### src/rtl/mem_arbiter_if.sv
// Bus bundle between the two requesters (fetch unit, load/store unit),
// the arbiter and the shared data memory.
interface mem_arbiter_if #(
  parameter int DW = 32
);
  // master 0: instruction fetch
  logic          m0_req;
  logic          m0_we;
  logic [11:2]   m0_addr;
  logic [DW-1:0] m0_wdata;
  logic          m0_gnt;
  logic          m0_rvalid;
  logic [DW-1:0] m0_rdata;
  // master 1: load/store
  logic          m1_req;
  logic          m1_we;
  logic [11:2]   m1_addr;
  logic [DW-1:0] m1_wdata;
  logic          m1_gnt;
  logic          m1_rvalid;
  logic [DW-1:0] m1_rdata;
  // memory side
  logic [11:2]   mem_waddr;
  logic [11:2]   mem_raddr;
  logic [DW-1:0] mem_din;
  logic          mem_wren;
  logic [DW-1:0] mem_dout;

  // arbiter view
  modport slave (
    input  m0_req, m0_we, m0_addr, m0_wdata,
    input  m1_req, m1_we, m1_addr, m1_wdata,
    input  mem_dout,
    output m0_gnt, m0_rvalid, m0_rdata,
    output m1_gnt, m1_rvalid, m1_rdata,
    output mem_waddr, mem_raddr, mem_din, mem_wren
  );

  // requester / memory environment view
  modport master (
    output m0_req, m0_we, m0_addr, m0_wdata,
    output m1_req, m1_we, m1_addr, m1_wdata,
    output mem_dout,
    input  m0_gnt, m0_rvalid, m0_rdata,
    input  m1_gnt, m1_rvalid, m1_rdata,
    input  mem_waddr, mem_raddr, mem_din, mem_wren
  );
endinterface

### src/rtl/mem_arbiter.sv
// Two-port round-robin arbiter for the shared data memory.
// A granted master is masked for one edge, so its held req is not re-granted
// immediately; the other master can take the next cycle (back-to-back).
module mem_arbiter #(
  parameter int RESET_PRIO = 0,
  parameter int DW         = 32
) (
  input logic          clk,
  input logic          rst_n,
  mem_arbiter_if.slave bus
);

  typedef enum logic {
    IDLE = 1'b0,
    BUSY = 1'b1
  } state_t;

  localparam logic PRIO_INIT = (RESET_PRIO != 0) ? 1'b1 : 1'b0;

  state_t        state_r;
  state_t        state_s;
  logic          own_r;
  logic          prio_r;
  logic          gnt0_r;
  logic          gnt1_r;
  logic          rvalid0_r;
  logic          rvalid1_r;
  logic [DW-1:0] rdata0_r;
  logic [DW-1:0] rdata1_r;
  logic [11:2]   addr_r;
  logic [DW-1:0] din_r;
  logic          wren_r;

  logic          elig0_s;
  logic          elig1_s;
  logic          grant_s;
  logic          winner_s;
  logic          win_we_s;
  logic [11:2]   win_addr_s;
  logic [DW-1:0] win_wdata_s;
  logic          rd_done_s;

  // Arbitration: pick the winner among eligible requests and the next state.
  always_comb begin
    elig0_s     = bus.m0_req & ~gnt0_r;
    elig1_s     = bus.m1_req & ~gnt1_r;
    grant_s     = 1'b0;
    winner_s    = 1'b0;
    state_s     = IDLE;
    if (elig0_s && elig1_s) begin
      grant_s  = 1'b1;
      winner_s = prio_r;
    end else if (elig0_s) begin
      grant_s  = 1'b1;
      winner_s = 1'b0;
    end else if (elig1_s) begin
      grant_s  = 1'b1;
      winner_s = 1'b1;
    end else begin
      grant_s  = 1'b0;
      winner_s = 1'b0;
    end
    if (winner_s) begin
      win_we_s    = bus.m1_we;
      win_addr_s  = bus.m1_addr;
      win_wdata_s = bus.m1_wdata;
    end else begin
      win_we_s    = bus.m0_we;
      win_addr_s  = bus.m0_addr;
      win_wdata_s = bus.m0_wdata;
    end
    case (state_r)
      IDLE:    state_s = grant_s ? BUSY : IDLE;
      BUSY:    state_s = grant_s ? BUSY : IDLE;
      default: state_s = IDLE;
    endcase
    // a read finishes at the edge that ends a BUSY cycle
    rd_done_s = (state_r == BUSY) && !wren_r;
  end

  // FSM state register.
  always_ff @(posedge clk or negedge rst_n) begin
    if (!rst_n) begin
      state_r <= IDLE;
    end else begin
      state_r <= state_s;
    end
  end

  // Grant pulses, owner/priority update and latched memory-side request.
  always_ff @(posedge clk or negedge rst_n) begin
    if (!rst_n) begin
      own_r  <= 1'b0;
      prio_r <= PRIO_INIT;
      gnt0_r <= 1'b0;
      gnt1_r <= 1'b0;
      addr_r <= 10'd0;
      din_r  <= {DW{1'b0}};
      wren_r <= 1'b0;
    end else begin
      gnt0_r <= grant_s & ~winner_s;
      gnt1_r <= grant_s & winner_s;
      wren_r <= grant_s & win_we_s;
      if (grant_s) begin
        own_r  <= winner_s;
        prio_r <= ~winner_s;
        addr_r <= win_addr_s;
        din_r  <= win_wdata_s;
      end
    end
  end

  // Read return: capture memory data for the owner and pulse its rvalid.
  always_ff @(posedge clk or negedge rst_n) begin
    if (!rst_n) begin
      rvalid0_r <= 1'b0;
      rvalid1_r <= 1'b0;
      rdata0_r  <= {DW{1'b0}};
      rdata1_r  <= {DW{1'b0}};
    end else begin
      rvalid0_r <= rd_done_s & ~own_r;
      rvalid1_r <= rd_done_s & own_r;
      if (rd_done_s) begin
        if (own_r) begin
          rdata1_r <= bus.mem_dout;
        end else begin
          rdata0_r <= bus.mem_dout;
        end
      end
    end
  end

  assign bus.m0_gnt    = gnt0_r;
  assign bus.m1_gnt    = gnt1_r;
  assign bus.m0_rvalid = rvalid0_r;
  assign bus.m1_rvalid = rvalid1_r;
  assign bus.m0_rdata  = rdata0_r;
  assign bus.m1_rdata  = rdata1_r;
  assign bus.mem_waddr = addr_r;
  assign bus.mem_raddr = addr_r;
  assign bus.mem_din   = din_r;
  assign bus.mem_wren  = wren_r;

endmodule

### src/flat_wrapper.sv
// flat-port wrapper written by rule: the top's interface ports become plain ports
module mem_arbiter_flat 
#(
  parameter int RESET_PRIO = 0,
  parameter int DW         = 32
)
  (clk, rst_n, bus_m0_req, bus_m0_we, bus_m0_addr, bus_m0_wdata, bus_m1_req, bus_m1_we, bus_m1_addr, bus_m1_wdata, bus_mem_dout, bus_m0_gnt, bus_m0_rvalid, bus_m0_rdata, bus_m1_gnt, bus_m1_rvalid, bus_m1_rdata, bus_mem_waddr, bus_mem_raddr, bus_mem_din, bus_mem_wren);
  mem_arbiter_if #(.DW(DW)) bus_i ();
  input logic clk;
  input logic rst_n;
  input wire logic [$bits(bus_i.m0_req)-1:0] bus_m0_req;
  input wire logic [$bits(bus_i.m0_we)-1:0] bus_m0_we;
  input wire logic [$bits(bus_i.m0_addr)-1:0] bus_m0_addr;
  input wire logic [$bits(bus_i.m0_wdata)-1:0] bus_m0_wdata;
  input wire logic [$bits(bus_i.m1_req)-1:0] bus_m1_req;
  input wire logic [$bits(bus_i.m1_we)-1:0] bus_m1_we;
  input wire logic [$bits(bus_i.m1_addr)-1:0] bus_m1_addr;
  input wire logic [$bits(bus_i.m1_wdata)-1:0] bus_m1_wdata;
  input wire logic [$bits(bus_i.mem_dout)-1:0] bus_mem_dout;
  output wire logic [$bits(bus_i.m0_gnt)-1:0] bus_m0_gnt;
  output wire logic [$bits(bus_i.m0_rvalid)-1:0] bus_m0_rvalid;
  output wire logic [$bits(bus_i.m0_rdata)-1:0] bus_m0_rdata;
  output wire logic [$bits(bus_i.m1_gnt)-1:0] bus_m1_gnt;
  output wire logic [$bits(bus_i.m1_rvalid)-1:0] bus_m1_rvalid;
  output wire logic [$bits(bus_i.m1_rdata)-1:0] bus_m1_rdata;
  output wire logic [$bits(bus_i.mem_waddr)-1:0] bus_mem_waddr;
  output wire logic [$bits(bus_i.mem_raddr)-1:0] bus_mem_raddr;
  output wire logic [$bits(bus_i.mem_din)-1:0] bus_mem_din;
  output wire logic [$bits(bus_i.mem_wren)-1:0] bus_mem_wren;
  assign bus_i.m0_req = bus_m0_req;
  assign bus_i.m0_we = bus_m0_we;
  assign bus_i.m0_addr = bus_m0_addr;
  assign bus_i.m0_wdata = bus_m0_wdata;
  assign bus_i.m1_req = bus_m1_req;
  assign bus_i.m1_we = bus_m1_we;
  assign bus_i.m1_addr = bus_m1_addr;
  assign bus_i.m1_wdata = bus_m1_wdata;
  assign bus_i.mem_dout = bus_mem_dout;
  assign bus_m0_gnt = bus_i.m0_gnt;
  assign bus_m0_rvalid = bus_i.m0_rvalid;
  assign bus_m0_rdata = bus_i.m0_rdata;
  assign bus_m1_gnt = bus_i.m1_gnt;
  assign bus_m1_rvalid = bus_i.m1_rvalid;
  assign bus_m1_rdata = bus_i.m1_rdata;
  assign bus_mem_waddr = bus_i.mem_waddr;
  assign bus_mem_raddr = bus_i.mem_raddr;
  assign bus_mem_din = bus_i.mem_din;
  assign bus_mem_wren = bus_i.mem_wren;
  mem_arbiter #(.RESET_PRIO(RESET_PRIO), .DW(DW)) u_core (.clk(clk), .rst_n(rst_n), .bus(bus_i));
endmodule
### config.mk
export PLATFORM = sky130hd
export DESIGN_NAME = mem_arbiter_flat
export DESIGN_NICKNAME = d
export VERILOG_FILES = /design/src/rtl/mem_arbiter_if.sv /design/src/rtl/mem_arbiter.sv /design/src/flat_wrapper.sv
export SDC_FILE = /design/constraint.sdc
export NUM_CORES = 1
export LEC_CHECK = 0
export ABC_AREA = 0
export CORE_MARGIN = 2
export CORE_UTILIZATION = 35
export DETAILED_ROUTE_END_ITERATION = 6
export GPL_ROUTABILITY_DRIVEN = 0
export GPL_TIMING_DRIVEN = 0
export PLACE_DENSITY_LB_ADDON = 0.1
export REMOVE_ABC_BUFFERS = 1
export SYNTH_ARGS = -nofsm -noshare
export SYNTH_HDL_FRONTEND = slang
export SYNTH_SLANG_ARGS = --single-unit
### constraint.sdc
create_clock -name clk -period 1.9 [get_ports clk]
set_input_delay 0.38 -clock clk [delete_from_list [all_inputs] [get_ports clk]]
set_output_delay 0.38 -clock clk [all_outputs]
set_load 0.05 [all_outputs]
* Word level (Yosys, flattened, before mapping)
Cells that the tools add are included.
W data, S select, Z words.
** Cells by class
- Mux-type cells :: 9
- Reductions and logical operators :: 5
- Bitwise logic cells :: 11
** Operators by type and width (number)
- $mux W32 :: 1
- $mux W10 :: 1
- $and A1 B1 Y1 :: 7
- $mux W1 :: 7
- $not A1 Y1 :: 4
- $reduce_and A2 Y1 :: 2
- $logic_and A1 B1 Y1 :: 2
- $logic_not A1 Y1 :: 1
** Word-level totals
- Output and inout bits :: 121
- Logic and storage cells :: 37
- Bits in registers :: 114

* Logic depth before layout (Yosys ltp)
Gate-level depths: netlist (run 1).
- Depth in word-level cells :: 7
- Gate-level depth with buffers :: 5
- Gate-level depth less buffers :: 3

* Worst setup path before layout (run 1)
OpenSTA, ideal clock, no wires.
- Path type :: register to register
- Start :: register u_core.wren_r (netlist: u_core.bus.mem_wren)
- End :: register u_core.rdata1_r[11] (netlist: u_core.bus.m1_rdata[11])
- Setup slack :: 0.277 ns
- Setup time :: 0.125 ns
- Path buffers :: 1
- Arrival :: 1.499 ns
- Cell stages (with the launch flop) :: 4
- Required time :: 1.775 ns
- Path through :: dfrtp_1 > nand3b_1 > buf_2 > mux2_2
** On the way
- Word-level cells in the longest chain between the ends :: 3
** RTL lines
- start, declared :: RTL line mem_arbiter.sv:32 : logic wren_r;
- start signal, assigned :: RTL line mem_arbiter.sv:103 : wren_r <= grant_s & win_we_s;
- $logic_not A1 Y1 :: RTL line mem_arbiter.sv:78 : rd_done_s = (state_r == BUSY) && !wren_r;
- $logic_and A1 B1 Y1 :: RTL line mem_arbiter.sv:78
- $reduce_and A2 Y1 (no source line)
- end signal, assigned :: RTL line mem_arbiter.sv:119 : rdata1_r <= {DW{1'b0}};
- end signal, assigned :: RTL line mem_arbiter.sv:125 : rdata1_r <= bus.mem_dout;
- end, declared :: RTL line mem_arbiter.sv:29 : logic [DW-1:0] rdata1_r;
Every way passes these cells.
A chain may end at the register's enable or synchronous reset.

* Worst setup path after layout (run 1)
- Start :: input port bus_m1_req
- End :: register u_core.addr_r (netlist bit u_core.bus.mem_raddr[3])
** On the way
- Word-level cells in the longest chain between the ends :: 5
- Elaborated cells between the ends (all ways) :: 8
- Those cells by class :: mux (6); bitwise (1); reduce/logical (1)
** RTL lines
- start, declared :: RTL line flat_wrapper.sv:15 : input wire logic [$bits(bus_i.m1_req)-1:0] bus_m1_req;
- $and A1 B1 Y1 * :: RTL line mem_arbiter.sv:46 : elig1_s = bus.m1_req & ~gnt1_r;
- $mux W1 :: RTL line mem_arbiter.sv:56 : end else if (elig1_s) begin
- $mux W1 :: RTL line mem_arbiter.sv:53 : end else if (elig0_s) begin
- $mux W1 :: RTL line mem_arbiter.sv:50 : if (elig0_s && elig1_s) begin
- $mux W10 :: RTL line mem_arbiter.sv:63 : if (winner_s) begin
- end signal, assigned :: RTL line mem_arbiter.sv:107 : addr_r <= win_addr_s;
- end, declared :: RTL line mem_arbiter.sv:30 : logic [11:2] addr_r;
Mark *: on every way between the ends. The rest lies on a longest branch, timed or not.

==> impl_metrics.yaml, run 1 <==
grt:
  grt_usage_pct: 19.2
  grt_max_degree: 97
  gr-total-overflow: 0
  grt_pass1_vias: 3981
  grt_pass1_wl_mm: 21.1
  antenna_found_initial: 0
floorplan:
  dieArea_sq_mm: 0.0143
  start_util_pct: 35.7
  rows: 42
  core_sq_mm: 0.0131
  die_w_microns: 120
  die_y_microns: 120
  num_io_pins: 243
detailed_routing:
  dr_total_vias: 3644
  dr.pass1.iters: 4
  antenna_left: 0
  wl_mm: 13.4
  viasPerCell: 4.94
  drtIter0Drc: 104
  routedWlPerCell_microns: 18.2
  drc: 0
clock_network:
  cts.reportedPaths.clkPinSlew_ns: 0.06
  clock_sinks: 114
  htreeDepth: 4
  cts_inserted_buffers: 17
  clk_root_buffer_cell: "clkbuf_16"
  clk_path_buf_depth: 2
  worstSkewPairLatency_ns: 0.40
  cts_tree: "done"
synth:
  ys_seq_area_share_pct: 60.9
  syn_area_sq_mm: 0.00469
  syn_avg_cell_area_sq_um: 15.1
  ys_types: 23
  synth.yosys.warnings: 0
  synth_seq_cells: 114
  synthCells: 311
sta:
  min_period_ns: 1.84
  rsz0062_at_grt: "no"
  holdWs_ns: 0.390
  slew_viol_final: 0
  finalHoldViolations: 0
  slew_headroom_pct: 41.3
  tightest_slew_ns: 0.880
  clock.fmax_mhz: 543
  skew_ns: 0.00756
  fin_crit_sh_pct: 97.0
  setup_ws_ns: 0.0571
  setup_viol: 0
worst_setup_path:
  cp.required_ns: 2.19
  reg2reg_slack_ns: 0.15
  worstReg2RegStart: "u_core.bus.m1_gnt$_DFF_PN0_"
  cp_max_fo: 29
  crit_slowest_cell: "clkdlybuf4s50_1"
  crit_arrival_ns: 2.13
  cp-start-kind: "primary input"
  reg2reg_to: "u_core.bus.mem_raddr[3]$_DFFE_PN0N_"
  crit_path_max_incr_delay_ns: 0.54
  end_kind: "flip-flop"
  rr_worst_depth: 5
  crit_chain: "clkdlybuf4s50_1 > nor2b_4 > buf_16 > a21oi_4 > buf_16 > a221o_2"
  critPathKind: "in2reg"
  crit_top_cell: "buf_16"
pwr:
  p_leak_nw: 3.42
  vdd_drop_max_uv: 566
  cellPowerDensity_mw_per_mm2: 1660
cells_and_area:
  fin_util_pct: 59.0
  area_growth_pct: 65.5
  fill_cells: 1170
  diodes: 0
  layout.nets: 670
  final_common_cell: "dlygate4sd2_1"
  drive_above_1_share_pct: 20.0
  layout_common_cells: "dlygate4sd2_1 (121), clkdlybuf4s50_1 (120), dfrtp_1 (114), mux2_2 (59), nor3b_1 (42)"
worst_hold_path:
  hold_path_class: "in2async"
placed_design:
  place_ws_ns: -0.895
  dpl.hpwl_mm: 9.37
  place.port_buffers: 242
outcome:
  outcome: "finished, final reports clean"
job:
  max_cap_viol_count: 0
worst max-delay path by stage:
stage	start	slack, ns	depth (start not counted)	endpoint
floorplan	u_core.bus.m1_gnt$_DFF_PN0_	-0.98	3	u_core.bus.mem_wren$_DFF_PN0_
global placement	rst_n	-3.97	1	u_core.bus.mem_din[0]$_DFFE_PN0N_
detailed placement	bus_m1_req	-0.90	5	u_core.bus.mem_raddr[3]$_DFFE_PN0N_
CTS	u_core.bus.m1_gnt$_DFF_PN0_	0.06	1	bus_m1_gnt
global route	bus_m1_req	0.02	6	u_core.bus.mem_raddr[3]$_DFFE_PN0N_
finish	bus_m1_req	0.06	6	u_core.bus.mem_raddr[3]$_DFFE_PN0N_
sequential cells by signal (all words and copies together), names as in the netlist, 10 cells and up:
name	flops
u_core.bus.m1_rdata	32
u_core.bus.mem_raddr	10
u_core.bus.m0_rdata	32
u_core.bus.mem_din	32
what timing repair did:
action / in CTS / in global routing
hold buffers: 1 / 0
setup buffers: 1 / 0
gates resized for setup: 122 / 0
endpoints found under the hold margin: 18 / 0
endpoints found under the setup margin: 166 / 0
power by group:
group | leakage (nW) | internal [W] | switching, W
Clock | 0.300 | 0.00215 | 0.00106
Combinational | 1.76 | 0.00185 | 0.00411
Sequential | 1.36 | 0.00326 | 0.000413
layout make-up:
type	instances	area [sq um]	share of cell area [%]
clock inverter	10	131	1.69
inverter	1	3.75	0.0484
tap	176	220	2.84
multi-input combinational	163	1620	20.9
sequential	114	2850	36.8
timing repair buffer	251	2460	31.7
clock buffer	22	474	6.11
stage by stage:
step / cells / TNS (ns) / cell area (sq um) / total power (W)
2_1_floorplan: 276 / -58.39 / 4440 / 0.00779
3_3_place_gp: 694 / -598.65 / 7080 / 0.0102
3_5_place_dp: 701 / -39.03 / 7260 / 0.0103
4_1_cts: 737 / 0 / 7760 / 0.0130
5_1_grt: 737 / 0 / 7760 / 0.0134
6_report: 737 / 0 / 7760 / 0.0128
synthesized netlist by cell type, drive strengths merged:
library cell | number | area share (%)
mux2i | 1 | 0.21
nand3b | 1 | 0.16
mux2 | 64 | 15
a21oi | 1 | 0.19
o21ai | 2 | 0.21
dfrtp | 114 | 61
a21o | 1 | 0.19
nor3b | 43 | 7.1
inv | 1 | 0.080
nand2b | 1 | 0.29
o211ai | 1 | 0.16
buf | 35 | 5.3
a221o | 42 | 9.1
and2b | 1 | 0.19
or2b | 1 | 0.16
nor2b | 1 | 0.19
o21a | 1 | 0.16
critical path, delay by kind of cell:
family / cells / cell delay (ns)
buffers and inverters: 3 / 0.95
AO/OA/AOI/OAI: 2 / 0.54
AND/OR/NAND/NOR: 1 / 0.23
logic make-up (layout without fill, tap and decap cells):
family,after synthesis,after routing,synth area share [%]
compound gates,48,49,10.0
flops,114,114,60.9
mux,65,65,15.6
buf+inv,36,284,5.42
simple gates,48,49,8.12
layer usage:
layer	up-vias	GRT usage, %	share of wire, %
met5	-	0	0
met4	0	5.74	1.1
met3	13	9.27	11
met2	181	32.9	49
met1	1794	21.2	39
li1	1656	-	-
No activity file was read; power rests on OpenSTA's default activity.
==> run 2, diff against run 1 <==
--- a/config.mk
+++ b/config.mk
@@ -11,8 +11,9 @@
 export DETAILED_ROUTE_END_ITERATION = 6
 export GPL_ROUTABILITY_DRIVEN = 0
 export GPL_TIMING_DRIVEN = 0
-export PLACE_DENSITY_LB_ADDON = 0.1
+export PLACE_DENSITY = 0.82
 export REMOVE_ABC_BUFFERS = 1
+export SLEW_MARGIN = 20
 export SYNTH_ARGS = -nofsm -noshare
 export SYNTH_HDL_FRONTEND = slang
 export SYNTH_SLANG_ARGS = --single-unit
==> impl_metrics.yaml, run 2 (synthesis gave the netlist of run 1 again) <==
outcome:
  outcome: "finished, final reports clean"
clock_network:
  cts_inserted_buffers: 17
  clk_root_buffer_cell: "clkbuf_16"
  htreeDepth: 4
  cts.reportedPaths.clkPinSlew_ns: 0.05
  cts_tree: "done"
  clk_path_buf_depth: 2
  clock_sinks: 114
  worstSkewPairLatency_ns: 0.40
grt:
  gr-total-overflow: 0
  antenna_found_initial: 0
  grt_max_degree: 79
  grt_pass1_vias: 3905
  grt_pass1_wl_mm: 19.8
  grt_usage_pct: 17.8
job:
  max_cap_viol_count: 0
sta:
  slew_headroom_pct: 44.7
  clock.fmax_mhz: 552
  timing.setup.tns_ns: 0
  min_period_ns: 1.81
  tightest_slew_ns: 0.829
  slew_viol_final: 0
  setup_viol: 0
  skew_ns: 0.00690
  rsz0062_at_grt: "no"
  fin_crit_sh_pct: 95.4
  finalHoldViolations: 0
floorplan:
  die_y_microns: 120
  die_w_microns: 120
  core_sq_mm: 0.0131
  start_util_pct: 35.7
  num_io_pins: 243
  rows: 42
  dieArea_sq_mm: 0.0143
pwr:
  p_leak_nw: 3.41
  cellPowerDensity_mw_per_mm2: 1630
  vdd_drop_max_uv: 623
cells_and_area:
  drive_above_1_share_pct: 20.4
  area_growth_pct: 64.5
  fill_cells: 1068
  layout_common_cells: "dlygate4sd2_1 (121), clkdlybuf4s50_1 (120), dfrtp_1 (114), mux2_2 (59), nor3b_1 (42)"
  final_area_sq_mm: 0.00771
  fin_util_pct: 58.7
  layout.nets: 673
  final_common_cell: "dlygate4sd2_1"
  diodes: 0
placed_design:
  dpl.hpwl_mm: 9.08
  place.port_buffers: 242
  postPlaceCellArea_sq_mm: 0.00725
worst_hold_path:
  hold_path_class: "in2async"
worst_setup_path:
  worstReg2RegStart: "u_core.bus.m1_gnt$_DFF_PN0_"
  cp.required_ns: 2.18
  cp_max_fo: 33
  critPathKind: "in2reg"
  end_kind: "flip-flop"
  cp-start-kind: "primary input"
  startpoint: "bus_m1_req"
  crit_arrival_ns: 2.10
detailed_routing:
  dr_total_vias: 3672
  dr.pass1.iters: 4
  wl_mm: 12.6
  antenna_left: 0
  routedWlPerCell_microns: 17.0
  viasPerCell: 4.96
  drtIter0Drc: 205
  drc: 0
==> run 2: changes by cell type in the layout (fill, tap and decap cells not counted), sizes merged <==
cell	change
clkinvlp	+1
nor2b	-1
bufinv	-2
a21oi	-1
clkinv	+1
buf	+5
==> run 2: worst paths after layout <==
kind                       depth (start not counted)  slack [ns]                                    to
max in group asynchronous                          3        0.75  u_core.bus.mem_raddr[11]$_DFFE_PN0N_
min in group clk                                   1        0.48   u_core.bus.m0_rdata[16]$_DFFE_PN0P_
min                                                2        0.45   u_core.bus.m1_rdata[25]$_DFFE_PN0P_
max                                                6        0.09   u_core.bus.mem_raddr[3]$_DFFE_PN0N_
min reg2reg                                        1        0.48   u_core.bus.m0_rdata[16]$_DFFE_PN0P_
max reg2reg                                        5        0.14   u_core.bus.mem_raddr[3]$_DFFE_PN0N_
==> run 2: power by group <==
group          switching [W]  total [W]  internal, W
logic                0.00409    0.00594      0.00186
registers           0.000415    0.00367      0.00326
clock network        0.00106    0.00295      0.00189
==> run 2: cell type report <==
cell class / count / area (sq um) / share of cell area (%)
clock inverters: 10 / 83.8 / 1.09
well taps: 176 / 220 / 2.86
repair buffers: 256 / 2480 / 32.2
inverters: 1 / 3.75 / 0.0487
multi-input cells: 161 / 1590 / 20.7
clock buffers: 22 / 474 / 6.15
flip-flops and latches: 114 / 2850 / 37.0
==> run 2: worst max-delay path: stages <==
cell             delay [ns]
clkdlybuf4s50_1        0.46
nor2b_4                0.18
buf_12                 0.20
a21oi_4                0.22
buf_16                 0.23
a221o_2                0.38
==> run 2: routing by layer <==
metal	vias up	global-route usage [%]	part of all wire [%]
li1	1652	-	-
met1	1819	20.1	39
met2	184	30.7	50
met3	17	6.08	8.8
met4	0	7.13	1.6
met5	-	0	0
==> run 2: through the flow <==
stage / total power, W / std cells / setup WS [ns] / hold WS [ns]
final: 0.0126 / 740 / 0.0878 / 0.449
after global routing: 0.0131 / 740 / 0.0276 / 0.461
after CTS: 0.0127 / 736 / 0.000667 / 0.439
after detailed placement: 0.0103 / 702 / -0.578 / 0.303
after global placement: 0.0101 / 694 / -3.73 / 0.466
after floorplan: 0.00779 / 276 / -0.980 / 0.0844
==> run 2: repair_timing <==
item	CTS	global route
pin swaps	0	1
hold buffers	1	0
setup endpoints to repair	159	10
gates resized for setup	121	0
setup buffers	1	4
gates cloned	0	0
hold endpoints to repair	36	0
